### config.mk
export PLATFORM = sky130hd
export DESIGN_NAME = rr_req_arbiter_flat
export DESIGN_NICKNAME = d
export VERILOG_FILES = /design/src/rtl/rr_req_arbiter_pkg.sv /design/src/rtl/rr_req_arbiter_if.sv /design/src/rtl/rr_req_arbiter_prio_pick.sv /design/src/rtl/rr_req_arbiter.sv /design/src/flat_wrapper.sv
export SDC_FILE = /design/constraint.sdc
export NUM_CORES = 1
export LEC_CHECK = 0
export ABC_AREA = 1
export BUFFER_PORTS_ARGS = -buffer_cell sky130_fd_sc_hd__buf_2
export CAP_MARGIN = 15
export CORE_MARGIN = 2
export CORE_UTILIZATION = 40
export DETAILED_ROUTE_END_ITERATION = 12
export HOLD_SLACK_MARGIN = 0.03
export SYNTH_ARGS = -nofsm -noshare
export SYNTH_HDL_FRONTEND = slang
export SYNTH_SLANG_ARGS = --single-unit
### constraint.sdc
create_clock -name clk -period 10.2 [get_ports clk]
set_clock_uncertainty 0.15 [all_clocks]
set_input_delay 2.04 -clock clk [delete_from_list [all_inputs] [get_ports clk]]
set_output_delay 2.04 -clock clk [all_outputs]
set_load 0.01 [all_outputs]
### src/rtl/rr_req_arbiter_pkg.sv
// Shared types and constants for the round-robin request arbiter.
package arb_pkg;

    typedef enum logic [0:0] {ARB_IDLE, ARB_GRANT} arb_state_t;

    // Status code reported when no grant is active (matches the priority encoder).
    localparam logic [7:0] ARB_NO_GRANT = 8'hF0;

    localparam int ARB_IDX_W = 4;

endpackage

### src/rtl/rr_req_arbiter_if.sv
// Request/grant bundle between the requesters (master) and the arbiter (slave).
//
// Handshake: req_i[k] is a level request held by requester k for as long as it wants
// the resource; the holder keeps the grant while its request stays high and done_i
// is low. All arbiter outputs are registered and change only on the clock edge.
// dbg_state exposes the arbiter FSM state for checkers.
interface rr_req_arbiter_if
    import arb_pkg::*;
#(
    parameter int N_REQ = 16,
    parameter int IDX_W = $clog2(N_REQ)
);
    logic [N_REQ-1:0] req_i;
    logic             done_i;
    logic             gnt_valid_o;
    logic [IDX_W-1:0] gnt_idx_o;
    logic [N_REQ-1:0] gnt_onehot_o;
    logic [7:0]       gnt_code_o;
    logic             timeout_o;
    arb_state_t       dbg_state;

    modport slave (
        input  req_i, done_i,
        output gnt_valid_o, gnt_idx_o, gnt_onehot_o, gnt_code_o, timeout_o, dbg_state
    );

    modport master (
        output req_i, done_i,
        input  gnt_valid_o, gnt_idx_o, gnt_onehot_o, gnt_code_o, timeout_o, dbg_state
    );
endinterface

### src/rtl/rr_req_arbiter_prio_pick.sv
// rr_prio_pick: combinational rotating priority search. Returns the first set
// request found when scanning downward from index 'start' with wrap-around.
module rr_prio_pick #(
    parameter int N_REQ = 16,
    parameter int IDX_W = $clog2(N_REQ)
) (
    input  logic [N_REQ-1:0] req,
    input  logic [IDX_W-1:0] start,
    output logic             found,
    output logic [IDX_W-1:0] idx
);
    logic [IDX_W-1:0]   rot_amt;
    logic [2*N_REQ-1:0] dbl;
    logic [N_REQ-1:0]   rot;
    logic [IDX_W-1:0]   win;

    // Rotating right by start+1 puts 'start' at the MSB, so a plain MSB-first
    // encode then scans start, start-1, ... with wrap-around. N_REQ is a power
    // of two, so IDX_W-bit arithmetic gives the mod N_REQ for free.
    always_comb begin
        rot_amt = start + IDX_W'(1);
        dbl     = {req, req} >> rot_amt;
        rot     = dbl[N_REQ-1:0];
        win     = '0;
        for (int i = 0; i < N_REQ; i++) begin
            if (rot[i]) win = IDX_W'(i);
        end
        found = |req;
        idx   = win + rot_amt;
    end
endmodule

### src/rtl/rr_req_arbiter.sv
// rr_req_arbiter: round-robin arbiter for one shared resource among N_REQ requesters.
// The search starts just below the last granted index, so the previous holder has
// lowest priority next time. Optional macro ARB_TIMEOUT_EN adds a hold counter that
// force-releases a grant after MAX_HOLD cycles and pulses timeout_o.
module rr_req_arbiter
    import arb_pkg::*;
#(
    parameter int N_REQ    = 16,
    parameter int IDX_W    = ARB_IDX_W,
    parameter int MAX_HOLD = 8
) (
    input logic         clk,
    input logic         rst,
    rr_req_arbiter_if.slave arb
);
    generate
        if (MAX_HOLD < 1 || MAX_HOLD > 255) begin : g_bad_max_hold
            $error("MAX_HOLD must be in 1..255");
        end
    endgenerate

    arb_state_t       state_q, state_d;
    logic [IDX_W-1:0] ptr_q, ptr_d;
    logic [IDX_W-1:0] search_start;
    logic             pick_found;
    logic [IDX_W-1:0] pick_idx;
    logic             natural_rel;
    logic             force_rel;
    logic             grant_now;
    logic             valid_d;
    logic [IDX_W-1:0] idx_d;
    logic [N_REQ-1:0] onehot_d;
    logic [7:0]       code_d;
    logic             timeout_d;

    assign search_start = ptr_q - IDX_W'(1);

    rr_prio_pick #(.N_REQ(N_REQ), .IDX_W(IDX_W)) u_pick (
        .req   (arb.req_i),
        .start (search_start),
        .found (pick_found),
        .idx   (pick_idx)
    );

    // ptr always equals the current holder while in GRANT.
    assign natural_rel = arb.done_i | ~arb.req_i[ptr_q];

`ifdef ARB_TIMEOUT_EN
    localparam logic [7:0] HOLD_LAST = 8'(MAX_HOLD - 1);
    logic [7:0] hold_cnt_q;

    assign force_rel = (state_q == ARB_GRANT) && !natural_rel && (hold_cnt_q == HOLD_LAST);

    // Hold counter: cleared on every grant, counts cycles the grant is kept.
    always_ff @(posedge clk or posedge rst) begin
        if (rst)                                     hold_cnt_q <= '0;
        else if (grant_now || state_d == ARB_IDLE)   hold_cnt_q <= '0;
        else                                         hold_cnt_q <= hold_cnt_q + 8'd1;
    end
`else
    assign force_rel = 1'b0;
`endif

    // Next-state and next-output logic; outputs are registered below.
    always_comb begin
        state_d   = state_q;
        ptr_d     = ptr_q;
        valid_d   = 1'b0;
        idx_d     = '0;
        timeout_d = 1'b0;
        grant_now = 1'b0;
        case (state_q)
            ARB_IDLE: begin
                if (pick_found) grant_now = 1'b1;
            end
            ARB_GRANT: begin
                if (natural_rel || force_rel) begin
                    timeout_d = force_rel;
                    if (pick_found) grant_now = 1'b1;
                    else            state_d   = ARB_IDLE;
                end else begin
                    valid_d = 1'b1;
                    idx_d   = ptr_q;
                end
            end
            default: state_d = ARB_IDLE;
        endcase
        if (grant_now) begin
            state_d = ARB_GRANT;
            ptr_d   = pick_idx;
            valid_d = 1'b1;
            idx_d   = pick_idx;
        end
        onehot_d = valid_d ? (N_REQ'(1) << idx_d) : '0;
        code_d   = valid_d ? {{(8 - IDX_W){1'b0}}, idx_d} : ARB_NO_GRANT;
    end

    // State, pointer and output registers.
    always_ff @(posedge clk or posedge rst) begin
        if (rst) begin
            state_q          <= ARB_IDLE;
            ptr_q            <= '0;
            arb.gnt_valid_o  <= 1'b0;
            arb.gnt_idx_o    <= '0;
            arb.gnt_onehot_o <= '0;
            arb.gnt_code_o   <= ARB_NO_GRANT;
            arb.timeout_o    <= 1'b0;
        end else begin
            state_q          <= state_d;
            ptr_q            <= ptr_d;
            arb.gnt_valid_o  <= valid_d;
            arb.gnt_idx_o    <= idx_d;
            arb.gnt_onehot_o <= onehot_d;
            arb.gnt_code_o   <= code_d;
            arb.timeout_o    <= timeout_d;
        end
    end

    assign arb.dbg_state = state_q;
endmodule

### src/flat_wrapper.sv
// flat-port wrapper written by rule: the top's interface ports become plain ports
module rr_req_arbiter_flat import arb_pkg::*;
#(
    parameter int N_REQ    = 16,
    parameter int IDX_W    = ARB_IDX_W,
    parameter int MAX_HOLD = 8
)
  (clk, rst, arb_req_i, arb_done_i, arb_gnt_valid_o, arb_gnt_idx_o, arb_gnt_onehot_o, arb_gnt_code_o, arb_timeout_o, arb_dbg_state);
  rr_req_arbiter_if #(.N_REQ(N_REQ), .IDX_W(IDX_W)) arb_i ();
  input logic clk;
  input logic rst;
  input wire logic [$bits(arb_i.req_i)-1:0] arb_req_i;
  input wire logic [$bits(arb_i.done_i)-1:0] arb_done_i;
  output wire logic [$bits(arb_i.gnt_valid_o)-1:0] arb_gnt_valid_o;
  output wire logic [$bits(arb_i.gnt_idx_o)-1:0] arb_gnt_idx_o;
  output wire logic [$bits(arb_i.gnt_onehot_o)-1:0] arb_gnt_onehot_o;
  output wire logic [$bits(arb_i.gnt_code_o)-1:0] arb_gnt_code_o;
  output wire logic [$bits(arb_i.timeout_o)-1:0] arb_timeout_o;
  output wire logic [$bits(arb_i.dbg_state)-1:0] arb_dbg_state;
  assign arb_i.req_i = arb_req_i;
  assign arb_i.done_i = arb_done_i;
  assign arb_gnt_valid_o = arb_i.gnt_valid_o;
  assign arb_gnt_idx_o = arb_i.gnt_idx_o;
  assign arb_gnt_onehot_o = arb_i.gnt_onehot_o;
  assign arb_gnt_code_o = arb_i.gnt_code_o;
  assign arb_timeout_o = arb_i.timeout_o;
  assign arb_dbg_state = arb_i.dbg_state;
  rr_req_arbiter #(.N_REQ(N_REQ), .IDX_W(IDX_W), .MAX_HOLD(MAX_HOLD)) u_core (.clk(clk), .rst(rst), .arb(arb_i));
endmodule
==> summary by stage <==
Timing
The highest clock frequency the design can meet is 0.208 GHz. The count of pins over their slew limit is 0. The slew at the pin closest to its max-slew limit is 0.851 ns. Dividing the final minimum period by the clock period gives 47.1%. After layout, the minimum clock period comes to ~4.8 ns. The total setup violations reported at the end of the flow is 0. The number of endpoints with negative hold slack in the final report is 0. Headroom to the max-slew limit came out at roughly 43%.

The sum of negative setup slack is 0 ns. Setup repair after global routing left no endpoint under its margin.

Logic synthesis
The synthesized cell area is 2410 um^2. The flip-flop and latch count after synthesis is 31. The mean post-synth cell area is 8.02 um^2.

The area share of the largest cell type after synthesis is a little under a third. Of the synthesized area, sequential elements account for approximately a third. Counting every instance in the synthesized netlist gives 301. The most used flip-flop cell after synthesis is sky130_fd_sc_hd__dfrtp_1. The async set-or-reset flop fraction in the synthesized netlist is 100%. The synthesized design spends more area on one cell type than any other, namely sky130_fd_sc_hd__dfrtp_1.

The netlist uses 40 different library cells. By area the synthesized netlist is led by sky130_fd_sc_hd__dfrtp_1, sky130_fd_sc_hd__nand3_1, sky130_fd_sc_hd__nand2_1. The number of nets handed over by synthesis was 324. The count of flip-flops with a built-in enable after synthesis is 0. The count of synthesis-stage warnings from yosys is 0.

CTS
The largest buffer count on any clock path is 2. CTS saw 31 sinks. The number of gates resized after CTS is 0. The clock tree from TritonCTS is done. The clock transition time at the flip-flop clock pins of the worst setup and hold paths is about 0.060 ns.

The number of clock buffers added by TritonCTS is 5. The clock root buffer is sky130_fd_sc_hd__clkbuf_8. In this run the number of H-tree levels came out at 2. Hold repair after CTS inserted 0 buffers. Buffers added to address setup during post-CTS repair amount to 0. The clock latency at the later pin of the worst-skew pair is 0.28 ns.

Route
The detailed router finished its first iteration with 73 violations. The length of the first detailed-routing pass in iterations is 4. The number of nets with antenna violations after detailed routing is 0.

The average wire length per cell after detail routing is about 13 um. The post-detailed-route via-to-cell ratio is 5.08. After detailed routing, the total wire length is around 5.4 mm. The routed via count is ~2100.

The number of design rule violations left after detail routing is 0.

Global route
The first-pass GRT wire length is approximately 9.0 mm. The via count of the first global-routing pass is roughly 2000. Entering global routing, the biggest net connects 32 pins. Global routing finished with a remaining overflow of 0. The initial antenna violation count is 0.

The global router's overall resource usage is 17.6%.

Critical path
The largest fanout on the critical path is 6. The most repeated library cell on the critical path is sky130_fd_sc_hd__nand2_1. The largest individual stage delay along the critical path comes from the cell sky130_fd_sc_hd__fa_1. The type of element capturing the critical path is a flop. STA classifies the critical path startpoint as an input port. The data required time of the worst path is between 10 and 15 ns.

On the worst path, the slowest cell contributes a delay of 0.39 ns. The category of the most critical setup path is input port to flop. At the worst endpoint, the arrival time is 4.85 ns.

Finish
Leaving out fill and tap cells, the most frequent cells in the layout are sky130_fd_sc_hd__nand2_1, sky130_fd_sc_hd__nand3_1, sky130_fd_sc_hd__buf_2. For this run, the number of standard cells in the final layout without fillers is approximately 420. Across the whole layout, storage elements account for 777 um^2.

Leaving out fill and tap cells, the most frequent cell in the layout is sky130_fd_sc_hd__nand2_1. The share of cells above drive strength 1 is 37.1%. The multi-input combinational cells in the finished layout cover a total of roughly 1400 um^2. Compared with the post-synthesis result, the final layout area differs by 14.2%. The number of diodes is 0.

The final layout contains 364 nets. The filler cell count is between 500 and 600.

Run status
The flow ran to the end, and the final reports show no timing, DRC or antenna violations.

Floorplan
The floorplan step set the die width to 81.7 um. The initial utilization of the core area, before any placement, comes to 41.0%. The floorplan step defined a die boundary enclosing 6670 um^2. The core region is 5890 um^2. In this run the core area contains 28 standard-cell rows. During I/O placement, the number of pins put on the boundary was 50.

The die is 81.7 um tall.

Placement
The number of buffer cells added on primary ports is 48. Including well taps, the total number of placed cells is 408. The final HPWL from detailed placement is 4.29 mm. The final weighted congestion in routability-driven placement is between 0.8 and 0.9.

Flow run
The max-cap check violation count is 0.

Hold path
The kind of path behind the tightest hold check is flop to flop.
[metrics by stage]
stage          worst slack (ns)  hold WS (ns)  utilization [%]  area [um^2]
4_1_cts                    5.41         0.650             46.3         2730
5_1_grt                    5.04         0.687             46.8         2760
2_1_floorplan              5.60         0.525                -         2410
3_3_place_gp               5.18         0.633             44.3         2610
6_report                   5.40         0.649             46.8         2760
3_5_place_dp               5.14         0.640             44.3         2610
[state kept, by name, indices dropped and copies added, names as in the netlist]
register                 flops
u_core.arb.gnt_onehot_o     16
u_core.arb.gnt_code_o        5
u_core.ptr_q                 4
u_core.arb.gnt_idx_o         4
u_core.arb.dbg_state         1
u_core.arb.gnt_valid_o       1
[metal layers]
metal / global-route usage (%) / vias to the layer above / share of wire (%)
met5: 0 / - / 0
met2: 31.1 / 64 / 49
met3: 2.53 / 15 / 4.8
met4: 9.67 / 0 / 3.8
li1: - / 1083 / -
met1: 20.4 / 955 / 43
[logic make-up (layout without fill, tap and decap cells)]
family,count (synthesis),in the layout,synth area share [%]
fa+ha+maj,4,4,2.38
compound gates,27,27,8.45
xor+xnor,2,2,0.726
buf+inv,35,76,9.59
simple gates,201,201,46.5
other cells,1,1,0.155
flops,31,31,32.2
[synth_stat cells, types with 3 or more instances]
cell type	count
sky130_fd_sc_hd__nor2_2	8
sky130_fd_sc_hd__nand3_2	17
sky130_fd_sc_hd__nand3_1	62
sky130_fd_sc_hd__inv_1	8
sky130_fd_sc_hd__buf_4	7
sky130_fd_sc_hd__nand2_1	69
sky130_fd_sc_hd__nand4_1	3
sky130_fd_sc_hd__dfrtp_1	30
sky130_fd_sc_hd__buf_6	3
sky130_fd_sc_hd__o21ai_0	14
sky130_fd_sc_hd__nand2_4	8
sky130_fd_sc_hd__o21ai_2	3
sky130_fd_sc_hd__nand2_2	14
sky130_fd_sc_hd__nor4_1	4
sky130_fd_sc_hd__o21ai_4	3
sky130_fd_sc_hd__ha_1	3
sky130_fd_sc_hd__nor2_1	10
sky130_fd_sc_hd__a21oi_1	3
sky130_fd_sc_hd__inv_2	6
[worst max-delay path, delay by kind of cell]
| kind | cells | cell delay (ns) |
|---|---|---|
| and+or+nand+nor | 20 | 1.51 |
| buffers and inverters | 1 | 0.11 |
| adders and majority gates | 2 | 0.59 |
| AOI/OAI and AO/OA | 2 | 0.36 |
| xor gates and xnor gates | 1 | 0.25 |
[area by class of cell]
class | count | area share (%)
multi-input cells | 235 | 51.0
flip-flops and latches | 31 | 28.2
repair buffers | 49 | 9.72
inverters | 19 | 3.41
well taps | 75 | 3.41
clock buffers | 6 | 3.00
clock inverters | 2 | 1.27
[final timing paths]
kind	slack (ns)	to	from	depth (start not counted)
min in group asynchronous	1.57	u_core.ptr_q[0]	rst	2
worst min-delay path	0.65	u_core.arb.gnt_code_o[1]	u_core.arb.dbg_state	2
worst max-delay path	5.40	u_core.arb.gnt_onehot_o[6]	arb_req_i[2]	26
max in group asynchronous	7.90	u_core.arb.gnt_idx_o[3]	rst	3
worst min register to register	0.65	u_core.arb.gnt_code_o[1]	u_core.arb.dbg_state	2
worst max register to register	6.12	u_core.arb.gnt_onehot_o[6]	u_core.ptr_q[1]	26
Power is left out: the tool's default activity adds up to more than one toggle a clock period on the data nets, which glitch-free logic cannot reach.
